## src/rtl/multicycle_control_pkg.sv

```systemverilog
// multicycle_control_pkg
// Shared types and constants for the multicycle controller slice:
//   state_t    - FSM state encoding (also driven out on the debug state port)
//   opclass_t  - decoded instruction class produced by opcode_class
//   OP_*       - RV32 major opcodes the controller understands
//   ALU_*      - alu_op encodings
//   WB_SEL_*   - mem_to_reg write-back source encodings
//   ERR_*      - sticky error codes
package multicycle_control_pkg;

  typedef enum logic [3:0] {
    FETCH  = 4'd0,
    DECODE = 4'd1,
    EXEC_R = 4'd2,
    EXEC_I = 4'd3,
    ADDR   = 4'd4,
    MEM_RD = 4'd5,
    MEM_WR = 4'd6,
    WB_ALU = 4'd7,
    WB_MEM = 4'd8,
    BRANCH = 4'd9,
    JUMP   = 4'd10,
    HALT   = 4'd11
  } state_t;

  typedef enum logic [2:0] {
    CLS_R       = 3'd0,
    CLS_I       = 3'd1,
    CLS_LOAD    = 3'd2,
    CLS_STORE   = 3'd3,
    CLS_BRANCH  = 3'd4,
    CLS_JAL     = 3'd5,
    CLS_ILLEGAL = 3'd6
  } opclass_t;

  localparam logic [6:0] OP_R      = 7'b0110011;
  localparam logic [6:0] OP_I      = 7'b0010011;
  localparam logic [6:0] OP_LOAD   = 7'b0000011;
  localparam logic [6:0] OP_STORE  = 7'b0100011;
  localparam logic [6:0] OP_BRANCH = 7'b1100011;
  localparam logic [6:0] OP_JAL    = 7'b1101111;

  localparam logic [1:0] ALU_ADD    = 2'b00;
  localparam logic [1:0] ALU_BRANCH = 2'b01;
  localparam logic [1:0] ALU_RTYPE  = 2'b10;
  localparam logic [1:0] ALU_ITYPE  = 2'b11;

  localparam logic [1:0] WB_SEL_ALU = 2'd0;
  localparam logic [1:0] WB_SEL_MEM = 2'd1;
  localparam logic [1:0] WB_SEL_PC4 = 2'd2;

  localparam logic [1:0] ERR_NONE    = 2'b00;
  localparam logic [1:0] ERR_ILLEGAL = 2'b01;
  localparam logic [1:0] ERR_TIMEOUT = 2'b10;

  // Wide enough for the largest supported WAIT_MAX (255).
  localparam int WAIT_CNT_W = 8;

endpackage

```

## src/rtl/multicycle_control_if.sv

```systemverilog
// multicycle_control_if
// Bundles the controller's handshake and control signals.
//   master modport - the controller: takes opcode/mem_ready/ctrl_src/flush,
//                    drives all enables, selects, err and debug state
//   slave modport  - the datapath/memory side, the mirror image
interface multicycle_control_if #(
  parameter int ALUOP_W = 2
);

  logic [6:0]         opcode;
  logic               mem_ready;
  logic               ctrl_src;
  logic               flush;
  logic               pc_write;
  logic               ir_write;
  logic               mem_read;
  logic               mem_write;
  logic               reg_write;
  logic [1:0]         mem_to_reg;
  logic               alu_src;
  logic [ALUOP_W-1:0] alu_op;
  logic               branch;
  logic [1:0]         err;
  logic [3:0]         state;

  modport master (
    input  opcode, mem_ready, ctrl_src, flush,
    output pc_write, ir_write, mem_read, mem_write, reg_write,
           mem_to_reg, alu_src, alu_op, branch, err, state
  );

  modport slave (
    output opcode, mem_ready, ctrl_src, flush,
    input  pc_write, ir_write, mem_read, mem_write, reg_write,
           mem_to_reg, alu_src, alu_op, branch, err, state
  );

endinterface

```

## src/rtl/multicycle_control_opcode_class.sv

```systemverilog
// opcode_class
// Purely combinational opcode classifier used by the DECODE state.
//   i_opcode - instruction[6:0]
//   o_class  - instruction class; anything unrecognised is CLS_ILLEGAL
// EN_JAL = 0 makes JAL decode as illegal.
module opcode_class
  import multicycle_control_pkg::*;
#(
  parameter bit EN_JAL = 1'b1
) (
  input  logic [6:0] i_opcode,
  output opclass_t   o_class
);

  // Map the major opcode onto the small set of classes the FSM branches on.
  always_comb begin
    o_class = CLS_ILLEGAL;
    case (i_opcode)
      OP_R:      o_class = CLS_R;
      OP_I:      o_class = CLS_I;
      OP_LOAD:   o_class = CLS_LOAD;
      OP_STORE:  o_class = CLS_STORE;
      OP_BRANCH: o_class = CLS_BRANCH;
      OP_JAL:    o_class = EN_JAL ? CLS_JAL : CLS_ILLEGAL;
      default:   o_class = CLS_ILLEGAL;
    endcase
  end

endmodule

```

## src/rtl/multicycle_control.sv

```systemverilog
// multicycle_control
// Multicycle RISC-V style control FSM.
//   clk  - rising-edge clock
//   rst  - asynchronous active-high reset
//   bus  - multicycle_control_if.master: opcode, mem_ready, ctrl_src, flush in;
//          pc_write, ir_write, mem_read, mem_write, reg_write, mem_to_reg,
//          alu_src, alu_op, branch, err (sticky), state (debug) out
// Outputs are combinational from the registered state, gated by mem_ready,
// ctrl_src, flush and rst, so there is no added latency.
module multicycle_control
  import multicycle_control_pkg::*;
#(
  parameter int WAIT_MAX = 15,
  parameter bit EN_JAL   = 1'b1,
  parameter int ALUOP_W  = 2
) (
  input logic clk,
  input logic rst,
  multicycle_control_if.master bus
);

  localparam logic [WAIT_CNT_W-1:0] WAIT_LIMIT = WAIT_CNT_W'(WAIT_MAX);
  localparam logic [WAIT_CNT_W-1:0] CNT_ONE    = WAIT_CNT_W'(1);

  state_t                r_state;
  state_t                w_nextState;
  logic [WAIT_CNT_W-1:0] r_waitCount;
  logic [WAIT_CNT_W-1:0] w_nextWaitCount;
  logic [1:0]            r_err;
  logic [1:0]            w_nextErr;
  opclass_t              w_class;
  logic                  w_waitExpired;
  logic                  w_flushActive;

  logic                  w_pcWrite;
  logic                  w_irWrite;
  logic                  w_memRead;
  logic                  w_memWrite;
  logic                  w_regWrite;
  logic [1:0]            w_memToReg;
  logic                  w_aluSrc;
  logic [1:0]            w_aluOp;
  logic                  w_branch;

  opcode_class #(
    .EN_JAL (EN_JAL)
  ) u_opcodeClass (
    .i_opcode (bus.opcode),
    .o_class  (w_class)
  );

  // This cycle's wait would be the WAIT_MAX-th one without mem_ready.
  assign w_waitExpired = (r_waitCount + CNT_ONE) >= WAIT_LIMIT;
  // HALT is only left through reset, so flush is meaningless there.
  assign w_flushActive = bus.flush && (r_state != HALT);

  // State, wait counter and sticky error register.
  always_ff @(posedge clk or posedge rst) begin
    if (rst) begin
      r_state     <= FETCH;
      r_waitCount <= '0;
      r_err       <= ERR_NONE;
    end else begin
      r_state     <= w_nextState;
      r_waitCount <= w_nextWaitCount;
      r_err       <= w_nextErr;
    end
  end

  // Next-state logic. The counter defaults to zero so that every entry into
  // a wait state starts counting afresh; it only advances while a wait state
  // is stalled on mem_ready, and freezes along with the state under ctrl_src.
  always_comb begin
    w_nextState     = r_state;
    w_nextWaitCount = '0;
    w_nextErr       = r_err;
    if (w_flushActive) begin
      w_nextState = FETCH;
    end else if (bus.ctrl_src) begin
      w_nextWaitCount = r_waitCount;
    end else begin
      case (r_state)
        FETCH, MEM_RD, MEM_WR: begin
          if (bus.mem_ready) begin
            case (r_state)
              FETCH:   w_nextState = DECODE;
              MEM_RD:  w_nextState = WB_MEM;
              default: w_nextState = FETCH;
            endcase
          end else if (w_waitExpired) begin
            w_nextState = HALT;
            w_nextErr   = ERR_TIMEOUT;
          end else begin
            w_nextWaitCount = r_waitCount + CNT_ONE;
          end
        end
        DECODE: begin
          case (w_class)
            CLS_R:                w_nextState = EXEC_R;
            CLS_I:                w_nextState = EXEC_I;
            CLS_LOAD, CLS_STORE:  w_nextState = ADDR;
            CLS_BRANCH:           w_nextState = BRANCH;
            CLS_JAL:              w_nextState = JUMP;
            default: begin
              w_nextState = HALT;
              w_nextErr   = ERR_ILLEGAL;
            end
          endcase
        end
        EXEC_R, EXEC_I:  w_nextState = WB_ALU;
        ADDR:            w_nextState = (bus.opcode == OP_LOAD) ? MEM_RD : MEM_WR;
        WB_ALU, WB_MEM:  w_nextState = FETCH;
        BRANCH, JUMP:    w_nextState = FETCH;
        HALT:            w_nextState = HALT;
        default:         w_nextState = FETCH;
      endcase
    end
  end

  // Output decode. Each state sets only what it uses; flush and ctrl_src then
  // strip the write enables and memory requests, and reset silences all of it.
  always_comb begin
    w_pcWrite  = 1'b0;
    w_irWrite  = 1'b0;
    w_memRead  = 1'b0;
    w_memWrite = 1'b0;
    w_regWrite = 1'b0;
    w_memToReg = WB_SEL_ALU;
    w_aluSrc   = 1'b0;
    w_aluOp    = ALU_ADD;
    w_branch   = 1'b0;
    case (r_state)
      FETCH: begin
        w_memRead = 1'b1;
        w_pcWrite = bus.mem_ready;
        w_irWrite = bus.mem_ready;
      end
      EXEC_R: w_aluOp = ALU_RTYPE;
      EXEC_I: begin
        w_aluSrc = 1'b1;
        w_aluOp  = ALU_ITYPE;
      end
      ADDR: begin
        w_aluSrc = 1'b1;
        w_aluOp  = ALU_ADD;
      end
      MEM_RD: w_memRead  = 1'b1;
      MEM_WR: w_memWrite = 1'b1;
      WB_ALU: begin
        w_regWrite = 1'b1;
        w_memToReg = WB_SEL_ALU;
      end
      WB_MEM: begin
        w_regWrite = 1'b1;
        w_memToReg = WB_SEL_MEM;
      end
      BRANCH: begin
        w_branch = 1'b1;
        w_aluOp  = ALU_BRANCH;
      end
      JUMP: begin
        w_pcWrite  = 1'b1;
        w_regWrite = 1'b1;
        w_memToReg = WB_SEL_PC4;
      end
      default: ;
    endcase
    if (w_flushActive || bus.ctrl_src) begin
      w_pcWrite  = 1'b0;
      w_irWrite  = 1'b0;
      w_memRead  = 1'b0;
      w_memWrite = 1'b0;
      w_regWrite = 1'b0;
    end
    if (rst) begin
      w_pcWrite  = 1'b0;
      w_irWrite  = 1'b0;
      w_memRead  = 1'b0;
      w_memWrite = 1'b0;
      w_regWrite = 1'b0;
      w_memToReg = WB_SEL_ALU;
      w_aluSrc   = 1'b0;
      w_aluOp    = ALU_ADD;
      w_branch   = 1'b0;
    end
  end

  assign bus.pc_write   = w_pcWrite;
  assign bus.ir_write   = w_irWrite;
  assign bus.mem_read   = w_memRead;
  assign bus.mem_write  = w_memWrite;
  assign bus.reg_write  = w_regWrite;
  assign bus.mem_to_reg = w_memToReg;
  assign bus.alu_src    = w_aluSrc;
  assign bus.alu_op     = ALUOP_W'(w_aluOp);
  assign bus.branch     = w_branch;
  assign bus.err        = r_err;
  assign bus.state      = r_state;

endmodule

```

## src/flat_wrapper.sv

```systemverilog
// flat-port wrapper written by rule: the top's interface ports become plain ports
module multicycle_control_flat import multicycle_control_pkg::*;
#(
  parameter int WAIT_MAX = 15,
  parameter bit EN_JAL   = 1'b1,
  parameter int ALUOP_W  = 2
)
  (clk, rst, bus_opcode, bus_mem_ready, bus_ctrl_src, bus_flush, bus_pc_write, bus_ir_write, bus_mem_read, bus_mem_write, bus_reg_write, bus_mem_to_reg, bus_alu_src, bus_alu_op, bus_branch, bus_err, bus_state);
  multicycle_control_if #(.ALUOP_W(ALUOP_W)) bus_i ();
  input logic clk;
  input logic rst;
  input wire logic [$bits(bus_i.opcode)-1:0] bus_opcode;
  input wire logic [$bits(bus_i.mem_ready)-1:0] bus_mem_ready;
  input wire logic [$bits(bus_i.ctrl_src)-1:0] bus_ctrl_src;
  input wire logic [$bits(bus_i.flush)-1:0] bus_flush;
  output wire logic [$bits(bus_i.pc_write)-1:0] bus_pc_write;
  output wire logic [$bits(bus_i.ir_write)-1:0] bus_ir_write;
  output wire logic [$bits(bus_i.mem_read)-1:0] bus_mem_read;
  output wire logic [$bits(bus_i.mem_write)-1:0] bus_mem_write;
  output wire logic [$bits(bus_i.reg_write)-1:0] bus_reg_write;
  output wire logic [$bits(bus_i.mem_to_reg)-1:0] bus_mem_to_reg;
  output wire logic [$bits(bus_i.alu_src)-1:0] bus_alu_src;
  output wire logic [$bits(bus_i.alu_op)-1:0] bus_alu_op;
  output wire logic [$bits(bus_i.branch)-1:0] bus_branch;
  output wire logic [$bits(bus_i.err)-1:0] bus_err;
  output wire logic [$bits(bus_i.state)-1:0] bus_state;
  assign bus_i.opcode = bus_opcode;
  assign bus_i.mem_ready = bus_mem_ready;
  assign bus_i.ctrl_src = bus_ctrl_src;
  assign bus_i.flush = bus_flush;
  assign bus_pc_write = bus_i.pc_write;
  assign bus_ir_write = bus_i.ir_write;
  assign bus_mem_read = bus_i.mem_read;
  assign bus_mem_write = bus_i.mem_write;
  assign bus_reg_write = bus_i.reg_write;
  assign bus_mem_to_reg = bus_i.mem_to_reg;
  assign bus_alu_src = bus_i.alu_src;
  assign bus_alu_op = bus_i.alu_op;
  assign bus_branch = bus_i.branch;
  assign bus_err = bus_i.err;
  assign bus_state = bus_i.state;
  multicycle_control #(.WAIT_MAX(WAIT_MAX), .EN_JAL(EN_JAL), .ALUOP_W(ALUOP_W)) u_core (.clk(clk), .rst(rst), .bus(bus_i));
endmodule
```

## config.mk

```make
export PLATFORM = sky130hd
export DESIGN_NAME = multicycle_control_flat
export DESIGN_NICKNAME = d
export VERILOG_FILES = /design/src/rtl/multicycle_control_pkg.sv /design/src/rtl/multicycle_control_if.sv /design/src/rtl/multicycle_control_opcode_class.sv /design/src/rtl/multicycle_control.sv /design/src/flat_wrapper.sv
export SDC_FILE = /design/constraint.sdc
export NUM_CORES = 1
export LEC_CHECK = 0
export ABC_AREA = 1
export CORE_AREA = 4 4 69 71
export CTS_CLUSTER_SIZE = 8
export DETAILED_ROUTE_END_ITERATION = 8
export DIE_AREA = 0 0 73 75
export PLACE_DENSITY_LB_ADDON = 0.3
export SYNTH_ARGS = -nofsm -noshare
export SYNTH_HDL_FRONTEND = slang
export SYNTH_SLANG_ARGS = --single-unit
```

## constraint.sdc

```tcl
create_clock -name clk -period 2.74 [get_ports clk]
set_clock_uncertainty 0.05 [all_clocks]
set_input_delay 0.548 -clock clk [delete_from_list [all_inputs] [get_ports clk]]
set_output_delay 0.548 -clock clk [all_outputs]
set_load 0.02 [all_outputs]
```

Word level (Yosys, flattened, before mapping)
Cells that the tools add are included.
- input port bits: 12
- logic and storage cells: 90
- bits in registers: 14
- output and inout bits: 17
- equality and inequality tests: 28
- bitwise gates (word level): 2
- add/sub/neg operators: 1
- muxes and demuxes: 41
- reduce and logical (&&, ||, !) cells: 14
- $lt $le $gt $ge: 1
- operator list (operator ; count):
    $mux W8 ; 5
    $pmux W4 S5 ; 2
    $mux W1 ; 18
    $pmux W3 S6 ; 1
    $eq A4 B3 Y1 const B ; 4
    $eq A4 B4 Y1 const B ; 4
    $mux W4 ; 4
    $eq A7 B6 Y1 const B ; 2
    $eq A7 B7 Y1 const B ; 2
    $mux W2 ; 6
    $add A8 B1 Y8 const B ; 1
    $eq A4 B2 Y1 const B ; 2
    $ge A8 B4 Y1 const B ; 1
    $pmux W2 S2 ; 2
    $pmux W4 S2 ; 1
    $reduce_or A2 Y1 ; 4
    $eq A7 B2 Y1 const B ; 1
    $eq A7 B5 Y1 const B ; 1
    $eq A3 B2 Y1 const B ; 2
    $eq A3 B3 Y1 const B ; 2
    $pmux W2 S3 ; 1
    $reduce_and A6 Y1 ; 1
    $reduce_or A3 Y1 ; 2
    $reduce_or A6 Y1 ; 1
    14 further kinds ; 17

Longest topological paths before layout
Gate-level depths: netlist of the first run.
- word-level depth: 8
- depth in mapped cells: 12
- depth with buffers taken out: 11

Modules after synthesis
A second synthesis of the first run with hierarchy kept.
- cells, all modules: 195
- area total of the unflattened synthesis: 1282.5 µm²
- modules (own cells, without submodules) (module ; times used ; cells an instance ; area each (µm²) ; seq. area each (µm²)):
    multicycle_control ; 1 ; 168 ; 1161.1 ; 350.3
    opcode_class ; 1 ; 27 ; 121.4 ; 0.0

Worst setup path after synthesis of the first run
OpenSTA, ideal clock, no wires.
- path type: input -> output
- from: input rst
- to: output bus_alu_op[0]
- data arrival time: 1563 ps
- buffers on the path: 0
- cell stages on the path: 3
- setup slack: 579 ps
- required time: 2142 ps
- cells stage by stage: inv_1 nand2_1 o21ai_0
- word-level cells in the longest chain between the ends: 1
- ends and longest elaborated chain (what ; line ; RTL):
    start, declared ; flat_wrapper.sv:11 ; input logic rst;
    $mux W2 ; multicycle_control.sv:175 ; if (rst) begin
    end, declared ; flat_wrapper.sv:23 ; output wire logic [$bits(bus_i.alu_op)-1:0] bus_alu_op;
Every way passes these cells.

Worst setup path in the final report of the first run
Same ends and word-level chain as after synthesis.

==> reports/qor.txt, run 1 <==
Worst setup SP type = input port
Worst VDD drop = 0.315 mV
Die footprint = 0.00548 mm²
P&R area growth vs syn = 36.1%
Ant. Diodes = 0
CTS Buf Count = 3
Remaining Overflow, GRT = 0
Mapped Cells = 200
Clock-pin slew on the worst setup and hold paths = 0.06 ns
Max incr delay on CP = 0.63 ns
Filler cell count = 448
Static Leak = 0.886 nW
Row cnt = 24
Crit share post-route = 95.4%
Via density = 4.37
Routed length per placed instance = 9.89 µm
Pwr dens = 711 mW/mm²
CTS root buffer = clkbuf_8
Synthesized net count = 214
Hold slack = 0.434 ns
Sequential fraction of the synthesis area = 28.3%
Gp weighted congestion = 0.783
Residual DRC = 0
Die Y = 75 µm
Final hold violations = 0
Multi-input logic area = 757 µm²
Post-route ant nets = 0
Worst slew margin = 76.0%
Most frequent cells in the layout = 57 x nand2_1, 35 x nor2_1, 28 x inv_1, 23 x clkdlybuf4s50_1, 21 x nand3_1
Worst setup startpoint = rst
Clock sink count = 14
Async S/R FF share, synth = 100%
R2R Setup Slk = 1.01 ns
Distinct cells, synth = 22
CP max FO = 4
Worst setup endpoint = bus_alu_op[0]
Clk buf depth = 2
Critical Path AT = 2.02 ns
Crit-path cells = clkdlybuf4s50_1, inv_1, buf_4, nand2_1, o21ai_0, clkdlybuf4s50_1
Largest net degree at the start of global routing = 15
HPWL Detailed = 2400 µm
H-tree depth = 1
Worst setup EP type = output pin
Fmax = 382 MHz
Type of the worst setup path = in2out
Reg2Reg Depth = 9
Final Slew Violations = 0
Number of synthesized flops with an enable pin = 0
Vias in the first global route = 1083
Most common cell after layout, fill and taps aside = nand2_1
Sequential cell area = 353 µm²
CTS tree = done
Post CTS Setup Buffer Count = 0
Final Setup Violations = 0
Levels on crit path = 6
Top cell type's share of synthesized area = 28.3%
Post-Route WL = 2850 µm
Layout cell share with drive strength beyond 1 = 14.8%
RSZ-0062 raised after global routing = no
Die width = 73 µm
Synth Register Bits = 14
Worst R2R End = u_core.bus.state[0]
YS warnings = 0
Main area contributors after synthesis = dfrtp_1 28%, nand2_1 17%, nor2_1 11%
Initial antenna violation count = 0
Met3 wire length = 143 µm
Fin util = 39.8%
Wl on met1 = 1410 µm
Synthesized area = 0.00124 mm²
Pre-Repair DR Iteration Count = 4
Data required time of the worst path = 2.14 ns
Status = completed
Worst slew pin tran = 0.357 ns
Port buffer count = 28
Global-route wire length before repair = 4690 µm
Initial DRC count = 63
Hold Crit Class = reg2reg
Global-route usage over all layers = 10.9%
Worst-Skew Late Latency = 0.24 ns
DR vias = 1259
Setup TNS = 0 ns
CP bufs+invs = 4
Core ar. = 0.00423 mm²
Synth area leader = dfrtp_1
Top sig layer = met4
Min Tclk post-route = 2.61 ns
CP most frequent cell = clkdlybuf4s50_1
Max cap viols = 0
Initial Utilization = 29.2%
Final Net Count = 251
Post-synth top flop = dfrtp_1
Syn Area/Cell = 6.19 µm²
Top-Level Pins = 29
Worst path slowest cell = clkdlybuf4s50_1
FF-to-FF Start = u_core.r_waitCount[1]
Delay-heaviest family, CP = buffers and inverters
Met2 wire len = 1260 µm
## stage by stage
step	worst slack [ns]	cells	power [W]	cell area (µm²)
2_1_floorplan	0.579	200	0.000774	1240
3_3_place_gp	0.0379	284	0.00100	1610
3_5_place_dp	0.0330	284	0.00100	1610
4_1_cts	0.0115	288	0.00121	1670
5_1_grt	0.0419	288	0.00132	1680
6_report	0.125	288	0.00120	1680
## repair_timing
action | 4_1_cts | 5_1_grt
hold endpoints to repair | 0 | 0
gates resized for setup | 1 | 7
hold buffers | 0 | 0
setup endpoints to repair | 1 | 5
## worst min path at each step
stage / from / cells after the start / end
2_1_floorplan: rst / 1 / u_core.bus.err[0]
3_3_place_gp: u_core.bus.err[1] / 2 / u_core.bus.err[1]
3_5_place_dp: u_core.bus.err[1] / 2 / u_core.bus.err[1]
4_1_cts: u_core.bus.err[1] / 2 / u_core.bus.err[1]
5_1_grt: u_core.bus.err[1] / 2 / u_core.bus.err[1]
6_report: u_core.bus.err[0] / 2 / u_core.bus.err[0]
## metal layers
metal / global-route usage (%) / vias up
li1: - / 689
met1: 14.7 / 543
met2: 17.4 / 22
met3: 2.40 / 5
met4: 3.69 / 0
met5: 0 / -
## report_power, final
part / internal (W) / switching, W
Clock: 0.000127 / 0.0000718
Combinational: 0.000273 / 0.000432
Sequential: 0.000252 / 0.0000415
## synth_stat cells, types with 2 or more instances
cell type	instances
a21oi_1	4
dfrtp_1	14
ha_1	2
inv_1	28
inv_2	5
nand2_1	57
nand2_4	3
nand3_1	21
nand4_1	3
nor2_1	35
nor2_2	7
nor2_4	5
nor3_1	2
o21ai_0	3
o21ai_1	3
or2_1	2
## cell type report
| class | count | area share (%) |
|---|---|---|
| clock buffers | 4 | 3.27 |
| inverters | 33 | 7.36 |
| well taps | 52 | 3.86 |
| flip-flops and latches | 14 | 21.0 |
| repair buffers | 33 | 19.6 |
| multi-input cells | 152 | 44.9 |
## kinds of logic after synthesis
logic type	after synthesis	synth area share, %
flops	14	28.3
buf+inv	34	10.9
simple gates	138	53.2
compound gates	12	5.56
fa+ha+maj	2	2.02
## sequential cells by signal, summed over array words and instances (netlist names)
register / count
u_core.r_waitCount: 8
u_core.bus.err: 2
u_core.bus.state: 4
## worst register-to-register path, stage by stage (launching register included)
cell,delay (ns)
dfrtp_1,0.43
ha_1,0.24
or2_1,0.23
nand3_1,0.07
nor2_1,0.06
nor2_2,0.09
and2_4,0.15
nand3_4,0.12
nand3_1,0.14
nand2_1,0.05
No activity file was read; power rests on OpenSTA's default activity.
==> run 2: changes to the inputs <==
--- a/config.mk
+++ b/config.mk
@@ -7,9 +7,12 @@
 export LEC_CHECK = 0
 export ABC_AREA = 1
 export CORE_AREA = 4 4 69 71
+export CTS_BUF_LIST = sky130_fd_sc_hd__clkbuf_4
+export CTS_CLUSTER_DIAMETER = 200
 export CTS_CLUSTER_SIZE = 8
 export DETAILED_ROUTE_END_ITERATION = 8
 export DIE_AREA = 0 0 73 75
+export GPL_ROUTABILITY_DRIVEN = 0
 export PLACE_DENSITY_LB_ADDON = 0.3
 export SYNTH_ARGS = -nofsm -noshare
 export SYNTH_HDL_FRONTEND = slang
==> reports/qor.txt, run 2 (same netlist as run 1, synthesis figures left out) <==
CP max FO = 4 (unchanged)
Global-route usage over all layers = 10.9% (unchanged)
Pwr dens = 678 mW/mm² (was 711 mW/mm²)
Worst setup SP type = input port (unchanged)
Global-route wire length before repair = 4690 µm (unchanged)
Ant. Diodes = 0 (unchanged)
Row cnt = 24 (unchanged)
Initial DRC count = 64 (was 63)
Largest net degree at the start of global routing = 15 (unchanged)
Final hold violations = 0 (unchanged)
Final Net Count = 251 (unchanged)
Worst VDD drop = 0.316 mV (was 0.315 mV)
Top sig layer = met4 (unchanged)
H-tree depth = 1 (unchanged)
Post CTS Setup Buffer Count = 0 (unchanged)
Die footprint = 0.00548 mm² (unchanged)
Sw frac = 48.5% (was 45.5%)
CTS tree = done (unchanged)
Initial Utilization = 29.2% (unchanged)
DP Area = 0.00161 mm² (unchanged)
HPWL Detailed = 2400 µm (unchanged)
Setup TNS = 0 ns (unchanged)
Clock-pin slew on the worst setup and hold paths = 0.09 ns (was 0.06 ns)
Final Slew Violations = 0 (unchanged)
DR vias = 1260 (was 1259)
Int Power = 0.000577 W (was 0.000652 W)
Pre-Repair DR Iteration Count = 4 (unchanged)
Core ar. = 0.00423 mm² (unchanged)
Share of power burned in registers = 26.2% (was 24.5%)
Static Leak = 0.845 nW (was 0.886 nW)
P&R area growth vs syn = 33.4% (was 36.1%)
Status = completed (unchanged)
Fmax = 383 MHz (was 382 MHz)
Port buffer count = 28 (unchanged)
Via density = 4.38 (was 4.37)
Largest Register = u_core.r_waitCount (unchanged)
Most common cell after layout, fill and taps aside = nand2_1 (unchanged)
Initial antenna violation count = 0 (unchanged)
Comb pwr share = 63.1% (was 58.9%)
Residual DRC = 0 (unchanged)
Routed length per placed instance = 9.86 µm (was 9.89 µm)
Worst slew margin = 76.0% (unchanged)
Largest register FFs = 8 (unchanged)
Die Y = 75 µm (unchanged)
Worst setup startpoint = rst (unchanged)
Vias in the first global route = 1073 (was 1083)
Hold Crit Class = reg2reg (unchanged)
Wl on met1 = 1420 µm (was 1410 µm)
Min Tclk post-route = 2.61 ns (about the same)
Startpoint of the worst hold path = u_core.bus.err[1] (was u_core.bus.err[0])
FF-to-FF Start = u_core.r_waitCount[1] (unchanged)
Final Setup Violations = 0 (unchanged)
Most frequent cells in the layout = 57 x nand2_1, 34 x nor2_1, 28 x inv_1, 23 x clkdlybuf4s50_1, 21 x nand3_1 (was 57 x nand2_1, 35 x nor2_1, 28 x inv_1, 23 x clkdlybuf4s50_1, 21 x nand3_1)
Post-layout instance area = 0.00165 mm² (was 0.00168 mm²)
Data required time of the worst path = 2.14 ns (about the same)
Die width = 73 µm (unchanged)
Max cap viols = 0 (unchanged)
Worst-Skew Late Latency = 0.28 ns (was 0.24 ns)
Crit share post-route = 95.4% (about the same)
Met2 wire len = 1230 µm (was 1260 µm)
Post-route ant nets = 0 (unchanged)
Met3 wire length = 152 µm (was 143 µm)
Clk buf depth = 2 (unchanged)
Type of the worst setup path = in2out (unchanged)
CTS Buf Count = 3 (unchanged)
Layout cell share with drive strength beyond 1 = 14.8% (unchanged)
Critical Path AT = 2.02 ns (about the same)
Power share of the clock group = 10.7% (was 16.6%)
RSZ-0062 raised after global routing = no (unchanged)
Post-Route WL = 2840 µm (was 2850 µm)
Top-Level Pins = 29 (unchanged)
CTS resizes = 3 (was 1)
Clock sink count = 14 (unchanged)
Worst slew pin tran = 0.357 ns (unchanged)
Hold-fix buffers, CTS = 0 (unchanged)
CTS root buffer = clkbuf_4 (was clkbuf_8)
Sw power = 0.000542 W (was 0.000545 W)
Remaining Overflow, GRT = 0 (unchanged)
Worst setup EP type = output pin (unchanged)
Filler cell count = 455 (was 448)
run 2: cell count changes in the layout (fill, tap and decap cells not counted):
cell            change
clkbuf_8            -4
nor2_2              +1
dlymetal6s2s_1      -2
nor2_1              -1
clkinv_1            +1
dlygate4sd2_1       +2
clkbuf_4            +3
run 2: final timing paths:
check	depth (start not counted)	slack [ns]	end
setup / recovery	5	0.13	bus_alu_op[0]
hold / removal	2	0.44	u_core.bus.err[1]
setup reg to reg	9	0.99	u_core.bus.state[0]
hold reg to reg	2	0.44	u_core.bus.err[1]
max in group asynchronous	3	1.79	u_core.bus.state[3]
min in group asynchronous	3	0.66	u_core.r_waitCount[2]
run 2: power groups by stage:
stage / sequential, W / clock [W] / combinational [W]
floorplan: 0.000340 / 0 / 0.000433
global placement: 0.000296 / 0 / 0.000707
detailed placement: 0.000295 / 0 / 0.000707
CTS: 0.000292 / 0.000125 / 0.000713
global route: 0.000305 / 0.000136 / 0.000801
finish: 0.000293 / 0.000119 / 0.000706
run 2: area by class of cell:
type	instances	area (µm²)	share of cell area, %
Multi-Input combinational cell	152	759	46.0
Sequential cell	14	353	21.4
Timing Repair Buffer	33	323	19.6
Inverter	33	124	7.51
Tap cell	52	65.1	3.94
Clock buffer	3	22.5	1.36
Clock inverter	1	3.75	0.227
run 2: routing by layer:
metal,up-vias,track usage [%]
met5,-,0
met3,2,2.80
met1,543,14.8
li1,690,-
met2,25,17.3
met4,0,3.07
run 2: metrics by stage:
stage / hold slack, ns / worst slack (ns) / util [%] / cells / power, W
2_1_floorplan: 0.420 / 0.579 / - / 200 / 0.000774
3_3_place_gp: 0.431 / 0.0379 / 38.0 / 284 / 0.00100
3_5_place_dp: 0.414 / 0.0330 / 38.0 / 284 / 0.00100
4_1_cts: 0.448 / 0.00409 / 38.7 / 288 / 0.00113
5_1_grt: 0.472 / 0.0551 / 39.0 / 288 / 0.00124
6_report: 0.442 / 0.127 / 39.0 / 288 / 0.00112
run 2: critical path, cell delays in order:
cell	delay (ns)
clkdlybuf4s50_1	0.43
inv_1	0.13
nand2_1	0.10
o21ai_0	0.17
clkdlybuf4s50_1	0.63
